<file path="src/rtl/onehot_decoder_seq.sv">
// onehot_decoder_seq: queues IN_W-bit codes and drives each as a one-hot word on out for HOLD_CYCLES cycles.
// Latency: a code accepted at edge N while idle with an empty FIFO appears at edge N+1; queued words follow with no gap.
// Backpressure: in_ready = FIFO not full, taken from registered level. Optional DEC_PARITY_EN adds in_par/par_err.

// onehot_dec_fifo: generic circular FIFO with synchronous flush and a separate occupancy counter.
// Latency: pop_dat shows the head combinationally; a push is visible at the head one edge later.
// Backpressure: none internally; the caller never pushes when full or pops when empty.
module onehot_dec_fifo #(
    parameter int W     = 3,
    parameter int DEPTH = 2
) (
    input  logic                   clk,
    input  logic                   rst_n,
    input  logic                   flush,
    input  logic                   push_vld,
    input  logic [W-1:0]           push_dat,
    input  logic                   pop_vld,
    output logic [W-1:0]           pop_dat,
    output logic [$clog2(DEPTH):0] level
);
    localparam int PW = $clog2(DEPTH);

    logic [W-1:0]  mem [DEPTH];
    logic [PW-1:0] wr_ptr;
    logic [PW-1:0] rd_ptr;

    // Pointers wrap naturally because DEPTH is a power of two.
    always_ff @(posedge clk or negedge rst_n) begin
        if (!rst_n) begin
            wr_ptr <= '0;
            rd_ptr <= '0;
            level  <= '0;
        end else if (flush) begin
            wr_ptr <= '0;
            rd_ptr <= '0;
            level  <= '0;
        end else begin
            if (push_vld) wr_ptr <= wr_ptr + 1'b1;
            if (pop_vld)  rd_ptr <= rd_ptr + 1'b1;
            if (push_vld && !pop_vld)      level <= level + 1'b1;
            else if (!push_vld && pop_vld) level <= level - 1'b1;
        end
    end

    always_ff @(posedge clk) begin
        if (push_vld && !flush) mem[wr_ptr] <= push_dat;
    end

    assign pop_dat = mem[rd_ptr];
endmodule

module onehot_decoder_seq #(
    parameter  int IN_W        = 3,
    parameter  int HOLD_CYCLES = 4,
    parameter  int DEPTH       = 2,
    localparam int OUT_W       = 2 ** IN_W,
    localparam int LW          = $clog2(DEPTH) + 1
) (
    input  logic             clk,
    input  logic             rst_n,
    input  logic             flush,
    input  logic [IN_W-1:0]  in_code,
    input  logic             in_valid,
    output logic             in_ready,
    output logic [OUT_W-1:0] out,
    output logic             out_valid,
    output logic             busy,
    output logic [LW-1:0]    level
`ifdef DEC_PARITY_EN
    ,
    input  logic             in_par,
    output logic             par_err
`endif
);
    typedef enum logic {IDLE = 1'b0, HOLD = 1'b1} state_t;

    state_t           state, state_nxt;
    logic [7:0]       cnt, cnt_nxt;
    logic [OUT_W-1:0] out_nxt;
    logic             out_valid_nxt;
    logic             load;
    logic             pop_vld;
    logic             push_vld;
    logic             acc_vld;
    logic [IN_W-1:0]  head_dat;
    logic             fifo_empty;

    assign in_ready = (level != LW'(DEPTH));
    // A push in a flush cycle is discarded, so it never counts as accepted.
    assign acc_vld  = in_valid & in_ready & ~flush;

`ifdef DEC_PARITY_EN
    logic par_ok;
    assign par_ok   = (in_par == ^in_code);
    assign push_vld = acc_vld & par_ok;

    always_ff @(posedge clk or negedge rst_n) begin
        if (!rst_n) par_err <= 1'b0;
        else        par_err <= acc_vld & ~par_ok;
    end
`else
    assign push_vld = acc_vld;
`endif

    onehot_dec_fifo #(.W(IN_W), .DEPTH(DEPTH)) u_fifo (
        .clk      (clk),
        .rst_n    (rst_n),
        .flush    (flush),
        .push_vld (push_vld),
        .push_dat (in_code),
        .pop_vld  (pop_vld),
        .pop_dat  (head_dat),
        .level    (level)
    );

    assign fifo_empty = (level == '0);
    assign busy       = (state == HOLD) | ~fifo_empty;

    always_comb begin
        state_nxt     = state;
        cnt_nxt       = cnt;
        out_nxt       = out;
        out_valid_nxt = out_valid;
        load          = 1'b0;
        pop_vld       = 1'b0;
        if (flush) begin
            state_nxt     = IDLE;
            cnt_nxt       = '0;
            out_nxt       = '0;
            out_valid_nxt = 1'b0;
        end else begin
            case (state)
                IDLE: begin
                    out_nxt       = '0;
                    out_valid_nxt = 1'b0;
                    if (!fifo_empty) load = 1'b1;
                end
                HOLD: begin
                    if (cnt != '0) begin
                        cnt_nxt = cnt - 1'b1;
                    end else if (!fifo_empty) begin
                        load = 1'b1;
                    end else begin
                        state_nxt     = IDLE;
                        out_nxt       = '0;
                        out_valid_nxt = 1'b0;
                    end
                end
                default: state_nxt = IDLE;
            endcase
        end
        // Loading from HOLD with cnt==0 chains words without an idle cycle.
        if (load) begin
            pop_vld       = 1'b1;
            state_nxt     = HOLD;
            cnt_nxt       = 8'(HOLD_CYCLES - 1);
            out_nxt       = OUT_W'(1) << head_dat;
            out_valid_nxt = 1'b1;
        end
    end

    always_ff @(posedge clk or negedge rst_n) begin
        if (!rst_n) begin
            state     <= IDLE;
            cnt       <= '0;
            out       <= '0;
            out_valid <= 1'b0;
        end else begin
            state     <= state_nxt;
            cnt       <= cnt_nxt;
            out       <= out_nxt;
            out_valid <= out_valid_nxt;
        end
    end
endmodule
</file>
<file path="config.mk">
export PLATFORM = sky130hd
export DESIGN_NAME = onehot_decoder_seq
export DESIGN_NICKNAME = d
export VERILOG_FILES = /design/src/rtl/onehot_decoder_seq.sv
export SDC_FILE = /design/constraint.sdc
export NUM_CORES = 1
export LEC_CHECK = 0
export ABC_AREA = 1
export CORE_AREA = 10 10 56 67
export CTS_CLUSTER_DIAMETER = 100
export DETAILED_ROUTE_END_ITERATION = 16
export DIE_AREA = 0 0 66 77
export PLACE_DENSITY = 0.91
export SYNTH_ARGS = -nofsm -noshare
export SYNTH_HDL_FRONTEND = slang
export SYNTH_SLANG_ARGS = --single-unit
export TNS_END_PERCENT = 100
</file>
<file path="constraint.sdc">
create_clock -name clk -period 4 [get_ports clk]
set_clock_uncertainty 0.2 [all_clocks]
set_input_delay 0.8 -clock clk [delete_from_list [all_inputs] [get_ports clk]]
set_output_delay 0.8 -clock clk [all_outputs]
set_load 0.02 [all_outputs]
</file>
* Yosys cells after proc, flatten, opt, wreduce, memory -nomap -nowiden
Memories as Yosys holds them, arrays and structs flattened. Cells that the tools add are included.
Cells by class: equality and inequality tests 3, magnitude comparators 0, shift-type cells 1, add/sub/neg operators 5, divide/modulo/power cells 0, reductions and logical operators 15, bitwise logic cells 6, $mul 0, multiplexer cells 32
Operators by type and width (count):
- $mux W8 | 8
- $mux W1 | 18
- $pmux W8 S2 | 1
- $reduce_bool A3 Y1 | 3
- $reduce_bool A8 Y1 | 1
- $shl A1 B3 Y8 const A | 1
- $sub A8 B1 Y8 const B | 1
- $mux W2 | 3
- $ne A4 B2 Y1 const B | 1
- $ne A4 B4 Y1 const B | 1
- $pmux W1 S2 | 2
- $reduce_and A2 Y1 | 2
- $reduce_bool A2 Y1 | 2
- $logic_and A1 B1 Y1 | 3
- $logic_not A1 Y1 | 3
- $not A1 Y1 | 3
- $add A1 B1 Y1 const B | 2
- $add A2 B1 Y2 const B | 1
- $and A1 B1 Y1 | 2
- $logic_not A2 Y1 | 1
- $ne A2 B2 Y1 const B | 1
- $sub A2 B1 Y2 const B | 1
- $or A1 B1 Y1 | 1
Word-level totals: RAM bits 6, flip-flop bits (word level) 22, bits of input ports 7, bits in read-only memories 0, memories 1, output and inout bits 13, word-level logic and storage cells 70, latch bits 0
Memories:
- u_fifo.mem | depth 2, bits a word 3, rd ports 1, clocked after memory_dff 0, wr ports 1, RTL line 23 | logic [W-1:0] mem [DEPTH];

* Depth between registers and ports, before layout
Gate-level depths: netlist (run 1).
depth in word-level cells 10, gate-level depth with buffers 9, gate-level depth less buffers 9

* Hierarchy
Synthesis (run 1) repeated with hierarchy kept, for this count alone.
Second synthesis, totals: cells, all modules 166, area, all modules 1403.8 um^2
Modules (own cells, without submodules):
- onehot_decoder_seq | instances 1, area an instance 963.4 um^2, cells each 123, sequential area each 450.4 um^2
- onehot_dec_fifo | instances 1, area an instance 440.4 um^2, cells each 43, sequential area each 280.3 um^2

* Worst setup path after synthesis (run 1)
No wires, ideal clock.
path kind register -> output, start register u_fifo.level[0], end output port busy, slack 1.760 ns, path buffers 0, stages on the path, launching flop included 4, data arrival time 1.240 ns, data required time 3.000 ns, cell sequence dfrtp_1 nor2_1 inv_1 or2_2
On the way: cells in the longest elaborated chain, start to end 3
RTL lines:
- start, declared | RTL line 19 | output logic [$clog2(DEPTH):0] level
- start signal, assigned | RTL line 40 | if (push_vld && !pop_vld) level <= level + 1'b1;
- start signal, assigned | RTL line 41 | else if (!push_vld && pop_vld) level <= level - 1'b1;
- $logic_not A2 Y1 | RTL line 116 | assign fifo_empty = (level == '0);
- $not A1 Y1 | RTL line 117 | assign busy = (state == HOLD) | ~fifo_empty;
- $or A1 B1 Y1 | RTL line 117
- end, declared | RTL line 67 | output logic busy,
Every way passes these cells.

* Final worst setup path (run 1)
Same ends and word-level chain as after synthesis.

==> results of run 1 <==
-- sequential cells by signal, summed over array words and instances (netlist names) --
register / count
cnt: 8
out: 8
out_valid: 1
state: 1
u_fifo.level: 2
u_fifo.mem: 6
u_fifo.rd_ptr: 1
u_fifo.wr_ptr: 1
-- worst min path at each step --
stage                           endpoint  slack (ps)                       from
6_report           out_valid$_DFFE_PN0P_         300      out_valid$_DFFE_PN0P_
5_1_grt               out[4]$_DFFE_PN0P_         340         out[4]$_DFFE_PN0P_
4_1_cts            out_valid$_DFFE_PN0P_         310      out_valid$_DFFE_PN0P_
3_5_place_dp       out_valid$_DFFE_PN0P_         270      out_valid$_DFFE_PN0P_
3_3_place_gp       out_valid$_DFFE_PN0P_         270      out_valid$_DFFE_PN0P_
2_1_floorplan  u_fifo.wr_ptr$_DFFE_PN0P_         280  u_fifo.wr_ptr$_DFFE_PN0P_
-- kinds of logic (layout without fill, tap and decap cells) --
family | count (synthesis) | count (layout) | share of synthesized area (%)
compound gates | 22 | 22 | 9.347
xor+xnor | 6 | 6 | 3.925
fa+ha+maj | 1 | 1 | 0.9344
buf+inv | 19 | 40 | 5.327
flops | 28 | 28 | 54.58
simple gates | 77 | 77 | 25.89
-- synthesized netlist by cell type (all sizes together) --
cell type	n
nand4	5
inv	17
o21ai	18
ha	1
clkbuf	2
xor2	4
dfrtp	22
or2	1
a21oi	2
nor2	16
a31oi	1
nand2	43
edfxtp	6
xnor2	2
nand3	12
o211ai	1
-- power breakdown --
group          internal [uW]  switching (uW)  total (uW)  leakage, uW
Sequential               361            64.8         426     0.000347
Combinational            201             325         525     0.000367
Clock                   36.6            78.6         115    0.0000154
-- layout make-up --
class                      count  area [um^2]
clock buffer                   3        22.52
clock inverter                 1        3.754
fill                         198        888.4
inverter                      17        63.81
multi-input combinational    106        536.8
sequential                    28        730.7
tap                           33        41.29
timing repair buffer          19        190.2
-- layer usage --
metal	global-route usage (%)	wire length [um]	part of all wire, %
met1	11.61	1109	40
met5	0	0	0
met4	6.513	61	2.2
met3	3.488	182	6.5
met2	20.83	1427	51
-- tightest hold or removal path: cells and delay by family, from the launching register on --
family / cells / cell delay (ps)
AND/OR/NAND/NOR: 2 / 120
flip-flops: 1 / 370
-- per-stage QoR --
stage          utilization, %  area, um^2  total power (uW)  worst slack (ps)
6_report                64.14        1589              1066             896.2
3_3_place_gp            63.08        1563             928.2              1326
2_1_floorplan               -        1339             788.8              1760
4_1_cts                 64.14        1589              1073             870.8
3_5_place_dp            63.08        1563             956.9              1265
5_1_grt                 64.14        1589              1153             772.1
==> impl_metrics.ini, run 1 <==
[sta]
finalCritPeriodShare_pct = 77.60
grt_setup_unrepaired = false
max_freq_mhz = 322.2
hold_viol_final = 0
post-route-min-period_ps = 3104
drv_slew = 0
fin_hold_ws_ps = 302.7
setup_violations = 0
fin_tns_setup_ps = 0
worst_pin_slew_ps = 964.3
slew_headroom_pct = 35.51

[yosys]
syn_avg_cell_area_um2 = 8.750
ys_seq_area_share_pct = 54.58
synth_top_cell_area_share_pct = 41.12
synth_warnings = 0
synth_fp_nets = 161
ys_ff_latch = 28
synth_area_leaders = dfrtp_1 41%, edfxtp_1 13%, nand2_1 11%, inv_1 4.5%, nand3_1 4.1%
synth.distinct_cells = 24
syn-instance-count = 153
syn-cell-area_um2 = 1339
yosysTopAreaCell = dfrtp_1

[placed_design]
portBuffers = 19
hpwl_mm = 2.180
dp_cells = 203
gp_congestion = 0.8245

[setup_path]
critical_path.max_stage_delay_ps = 540
r2r_start = cnt[0]$_DFFE_PN0P_
critPathKind = reg -> out
cp-startpoint = u_fifo.level[0]$_DFFE_PN0P_
rr_endpoint = u_fifo.level[0]$_DFFE_PN0P_
worstPathArrival_ps = 2100
cp.required_ps = 3000
path_delay_family = buffers and inverters
worstPathMaxFanout = 6
worst-path-buf-inv = 2
cpMaxStageDelayCell = clkdlybuf4s50_1
regToRegSetupSlack_ps = 1950
crit_chain = nor2_1, inv_1, or2_2, clkdlybuf4s50_1
endpoint_kind = output port
rr_worst_depth = 9
crit_end = busy
cp.depth = 4
start_kind = flip-flop

[layout]
syn2layout_area_growth_pct = 18.69
layout-drive-gt1-share_pct = 6.897
final_common_cell = nand2_1
fin_cells = 207
final_cell_mix = 40 x nand2_1, 22 x dfrtp_1, 19 x clkdlybuf4s50_1, 16 x inv_1, 14 x nor2_1
diodes = 0
nets = 183

[clocking]
root_buffer = clkbuf_4
cts_tree = built
post_cts_buffers = 0
cts_hold_buf = 0
cts_max_path_buffers = 2
cts_resized = 0
clk_pin_slew_ps = 140
cts_num_sinks = 28
clk_latency_ps = 320
numCtsBuffers = 3
htreeDepth = 1

[die]
ios = 20
core_area_um2 = 2477
die_h_um = 77
fp.dieArea_um2 = 5082
start_util_pct = 54.04
die_w_um = 66
rows = 20

[drt]
ant_nets = 0
drc = 0
via_per_inst = 5.362
firstDrtPassIters = 4
vias = 1110
drt_wl_total_mm = 2.781
wl_per_cell_um = 13.43
drtIter0Drc = 41

[pwr]
power_leakage_uw = 0.0007299
powerDensity_nw_per_um2 = 671.1
ir_drop_mv = 0.4831

[grt]
grt_overflow_total = 0
grt_pass1_wl_mm = 4.850
track_usage_pct = 11.75
antenna_found_initial = 0
grt_max_degree = 23
grt_pass1_vias = 1168

[min_path]
hold_path_class = reg -> reg
worstHoldPathCells = 2

[run_status]
status = finished clean

[flow_run]
maxCapViolCount = 0
Note: power is estimated with default switching activity, not from simulation.
==> run 2, diff against run 1 <==
--- a/config.mk
+++ b/config.mk
@@ -6,11 +6,11 @@
 export NUM_CORES = 1
 export LEC_CHECK = 0
 export ABC_AREA = 1
-export CORE_AREA = 10 10 56 67
+export CORE_AREA = 10 10 58 69
 export CTS_CLUSTER_DIAMETER = 100
 export DETAILED_ROUTE_END_ITERATION = 16
-export DIE_AREA = 0 0 66 77
-export PLACE_DENSITY = 0.91
+export DIE_AREA = 0 0 68 79
+export PLACE_DENSITY = 0.85
 export SYNTH_ARGS = -nofsm -noshare
 export SYNTH_HDL_FRONTEND = slang
 export SYNTH_SLANG_ARGS = --single-unit
==> constraint.sdc (replaced) <==
create_clock -name clk -period 3.3 [get_ports clk]
set_clock_uncertainty 0.2 [all_clocks]
set_input_delay 0.66 -clock clk [delete_from_list [all_inputs] [get_ports clk]]
set_output_delay 0.66 -clock clk [all_outputs]
set_load 0.02 [all_outputs]
==> impl_metrics.ini, run 2 (synthesis gave the netlist of run 1 again) <==
[grt]
grt_max_degree = 23
grt_pass1_wl_mm = 4.726
track_usage_pct = 11.00
grt_pass1_vias = 1103
antenna_found_initial = 0
grt_overflow_total = 0

[pwr]
power_leakage_uw = 0.0007473
powerDensity_nw_per_um2 = 851.0
pwr-share-seq_pct = 37.3
p_sw_share_pct = 41.70
comb_power_share_pct = 46.2
clkPwrFrac_pct = 16.5
ir_drop_mv = 0.6060
p_int_uw = 805.8
p_switching_uw = 576.3

[die]
die_h_um = 79
die_w_um = 68
fp.dieArea_um2 = 5372
ios = 20
core_area_um2 = 2733
rows = 21
start_util_pct = 48.99

[clocking]
numCtsBuffers = 3
htreeDepth = 1
cts_max_path_buffers = 2
cts_tree = built
cts_resized = 0
cts_num_sinks = 28
post_cts_buffers = 0
clk_latency_ps = 340
root_buffer = clkbuf_4
cts_hold_buf = 0
clk_pin_slew_ps = 150

[min_path]
hold_path_class = reg -> reg
holdPathEnd = out[1]$_DFFE_PN0P_
worstHoldPathCells = 2
hold_start = out[1]$_DFFE_PN0P_

[setup_path]
critical_path.max_stage_delay_ps = 540
rr_worst_depth = 9
critPathKind = reg -> out
cp-startpoint = u_fifo.level[0]$_DFFE_PN0P_
endpoint_kind = output port
cpMaxStageDelayCell = clkdlybuf4s50_1
worstPathArrival_ps = 2100
r2r_start = cnt[0]$_DFFE_PN0P_
path_delay_family = buffers and inverters
crit_chain = nor2_1, inv_1, or2_2, clkdlybuf4s50_1
start_kind = flip-flop
regToRegSetupSlack_ps = 1230
worst-path-buf-inv = 2
rr_endpoint = u_fifo.level[0]$_DFFE_PN0P_
worstPathMaxFanout = 6
cp.depth = 4
cp.required_ps = 2440

[drt]
wl_per_cell_um = 13.23
vias = 1095
ant_nets = 0
drt_wl_total_mm = 2.766
drtIter0Drc = 63
via_per_inst = 5.239
firstDrtPassIters = 4
drc = 0

[placed_design]
hpwl_mm = 2.088
gp_congestion = 0.8217
portBuffers = 19

[sta]
fin_hold_ws_ps = 307.4
worst_pin_slew_ps = 565.9
finalCritPeriodShare_pct = 89.80
hold_viol_final = 0
fin_tns_setup_ps = 0
max_freq_mhz = 337.4
setup_violations = 0
grt_setup_unrepaired = false
slew_headroom_pct = 62.13
drv_slew = 0
post-route-min-period_ps = 2963

[layout]
syn2layout_area_growth_pct = 21.31
final_cell_mix = 40 x nand2_1, 22 x dfrtp_1, 19 x clkdlybuf4s50_1, 16 x inv_1, 14 x nor2_1
final_common_cell = nand2_1
diodes = 0
largestRegisters = cnt x8, out x8, u_fifo.mem x6
nets = 184
layout-drive-gt1-share_pct = 8.000

[flow_run]
maxCapViolCount = 0

[run_status]
status = finished clean
-- run 2: cell types whose count changed in the layout (fill, tap and decap cells not counted) --
cell,previous run,this run
clkinv_1,1,0
buf_4,0,1
bufinv_16,0,1
-- run 2: how the worst max path moves through the flow --
stage                 to  slack [ps]
floorplan           busy        1200
global placement    busy         770
detailed placement  busy         720
CTS                 busy         320
global route        busy         220
finish              busy         340
-- run 2: worst reg2reg max path, stage by stage, from the launching register on --
cell     delay (ps)
dfrtp_1         390
inv_1           140
ha_1            280
nand2_1         130
o21ai_4         310
nand2_4         130
nand2_1         160
nand3_1         110
nand2_1          80
nand2_1          50
-- run 2: final cells by class --
class / count / area, um^2
Inverter: 17 / 63.81
Clock inverter: 1 / 30.03
Multi-Input combinational cell: 106 / 536.8
Fill cell: 238 / 1109
Timing Repair Buffer: 20 / 197.7
Tap cell: 34 / 42.54
Clock buffer: 3 / 22.52
Sequential cell: 28 / 730.7
-- run 2: metal layers --
layer  track usage (%)  part of all wire (%)  vias up
li1                  -                     -      543
met1             11.53                    40      523
met2             20.06                    54       22
met3             1.826                   4.0        7
met4             5.444                   2.2        0
met5                 0                     0        -
-- run 2: stage by stage --
step / total power, uW / utilization [%] / worst slack, ps / cells / cell area (um^2)
after floorplan: 956.1 / - / 1200 / 153 / 1339
after global placement: 1128 / 57.51 / 769.0 / 205 / 1572
after detailed placement: 1159 / 57.51 / 721.6 / 205 / 1572
after CTS: 1389 / 59.43 / 323.3 / 209 / 1624
after global routing: 1481 / 59.43 / 219.4 / 209 / 1624
final: 1382 / 59.43 / 336.5 / 209 / 1624
-- run 2: power groups by stage --
stage	logic, uW	clock network [uW]	registers (uW)
2_1_floorplan	410	0	547
3_3_place_gp	614	0	515
3_5_place_dp	638	0	521
4_1_cts	645	229	515
5_1_grt	710	244	526
6_report	639	228	516
==> run 3, diff against run 2 <==
--- a/config.mk
+++ b/config.mk
@@ -6,11 +6,11 @@
 export NUM_CORES = 1
 export LEC_CHECK = 0
 export ABC_AREA = 1
-export CORE_AREA = 10 10 58 69
+export CORE_AREA = 10 10 60 71
 export CTS_CLUSTER_DIAMETER = 100
 export DETAILED_ROUTE_END_ITERATION = 16
-export DIE_AREA = 0 0 68 79
-export PLACE_DENSITY = 0.85
+export DIE_AREA = 0 0 70 81
+export PLACE_DENSITY = 0.81
 export SYNTH_ARGS = -nofsm -noshare
 export SYNTH_HDL_FRONTEND = slang
 export SYNTH_SLANG_ARGS = --single-unit
==> constraint.sdc (replaced) <==
create_clock -name clk -period 3.5 [get_ports clk]
set_clock_uncertainty 0.2 [all_clocks]
set_input_delay 0.7 -clock clk [delete_from_list [all_inputs] [get_ports clk]]
set_output_delay 0.7 -clock clk [all_outputs]
set_load 0.02 [all_outputs]
==> impl_metrics.ini, run 3 (synthesis gave the netlist of run 1 again) <==
[clocking]
htreeDepth = 1
clk_pin_slew_ps = 140
cts_hold_buf = 0
cts_resized = 0
clk_latency_ps = 330
cts_num_sinks = 28
cts_tree = built
numCtsBuffers = 3
post_cts_buffers = 0
cts_max_path_buffers = 2
root_buffer = clkbuf_4

[layout]
diodes = 0
final_common_cell = nand2_1
largestRegisters = cnt x8, out x8, u_fifo.mem x6
multiInputGateArea_um2 = 536.8
nets = 183
final-seq-area_um2 = 730.7
fin_util_pct = 53.58
fin_cells = 210
layout-drive-gt1-share_pct = 6.897
syn2layout_area_growth_pct = 18.97
final_cell_mix = 40 x nand2_1, 22 x dfrtp_1, 19 x clkdlybuf4s50_1, 16 x inv_1, 14 x nor2_1
fin_area_um2 = 1593
fillers = 280

[setup_path]
worstPathMaxFanout = 6
critPathKind = reg -> out
cpMaxStageDelayCell = clkdlybuf4s50_1
endpoint_kind = output port
worstPathArrival_ps = 2120
start_kind = flip-flop
worst-path-buf-inv = 2
cp.required_ps = 2600
path_delay_family = buffers and inverters
critical_path.max_stage_delay_ps = 540
crit_chain = nor2_1, inv_1, or2_2, clkdlybuf4s50_1

[drt]
drt_wl_total_mm = 2.778
via_per_inst = 5.295
drc = 0
firstDrtPassIters = 4
drtIter0Drc = 34
vias = 1112
ant_nets = 0
wl_per_cell_um = 13.23

[die]
die_w_um = 70
start_util_pct = 45.03
core_area_um2 = 2973
rows = 22
ios = 20
die_h_um = 81
fp.dieArea_um2 = 5670

[min_path]
hold_path_class = reg -> reg

[placed_design]
portBuffers = 19
post_dp_cell_area_um2 = 1567
dp_cells = 206
hpwl_mm = 2.112
gp_congestion = 0.8169

[grt]
antenna_found_initial = 0
grt_overflow_total = 0
grt_max_degree = 23
grt_pass1_wl_mm = 4.664
grt_pass1_vias = 1059
track_usage_pct = 9.957

[sta]
setup_violations = 0
finalCritPeriodShare_pct = 86.32
grt_setup_unrepaired = false
drv_slew = 0
post-route-min-period_ps = 3021
hold_viol_final = 0
max_freq_mhz = 331.0
fin_tns_setup_ps = 0
worst_pin_slew_ps = 974.0
slew_headroom_pct = 34.87

[run_status]
status = finished clean

[pwr]
power.total_uw = 1227
ir_drop_mv = 0.5441
powerDensity_nw_per_um2 = 770.5
power_leakage_uw = 0.0007295

[flow_run]
maxCapViolCount = 0
==> run 3: per-stage QoR <==
step                      setup slack [ps]  hold WS, ps
after floorplan                       1360        204.4
after global placement               924.7        267.8
after detailed placement             878.5        277.3
after CTS                            490.1        310.8
after global routing                 350.0        340.0
final                                478.8        308.3
==> run 3: worst paths after layout <==
check / end / cells past startpoint / slack, ps / start
worst min-delay path: out[2]$_DFFE_PN0P_ / 2 / 310 / out[2]$_DFFE_PN0P_
worst min register to register: out[2]$_DFFE_PN0P_ / 2 / 310 / out[2]$_DFFE_PN0P_
max in group asynchronous: state$_DFF_PN0_ / 1 / 1820 / rst_n
worst max-delay path: busy / 4 / 480 / u_fifo.level[0]$_DFFE_PN0P_
min in group asynchronous: out[1]$_DFFE_PN0P_ / 1 / 680 / rst_n
worst max register to register: cnt[2]$_DFFE_PN0P_ / 7 / 1410 / cnt[0]$_DFFE_PN0P_
==> run 3: layer usage <==
layer  share of wire, %  GRT usage, %  wire [um]
met4                2.6         6.126         72
met1                 42         9.986       1154
met5                  0             0          0
met3                5.5         2.683        154
met2                 50         18.15       1396
==> run 3: tightest hold or removal path: stages (launching register included) <==
cell	delay, ps
dfrtp_1	370
nand2_1	50
o21ai_1	60
==> run 3: final cells by class <==
type / instances / area share, %
Tap cell: 36 / 2.828
Timing Repair Buffer: 19 / 11.94
Clock buffer: 4 / 1.650
Sequential cell: 28 / 45.88
Multi-Input combinational cell: 106 / 33.70
Inverter: 17 / 4.006
==> run 3: power breakdown <==
| part | switching, uW | internal, uW | leakage, uW |
|---|---|---|---|
| clock network | 90.9 | 44.8 | 0.0000150 |
| registers | 74.4 | 413 | 0.000347 |
| logic | 373 | 231 | 0.000367 |
| total | 539 | 688 | 0.000729 |
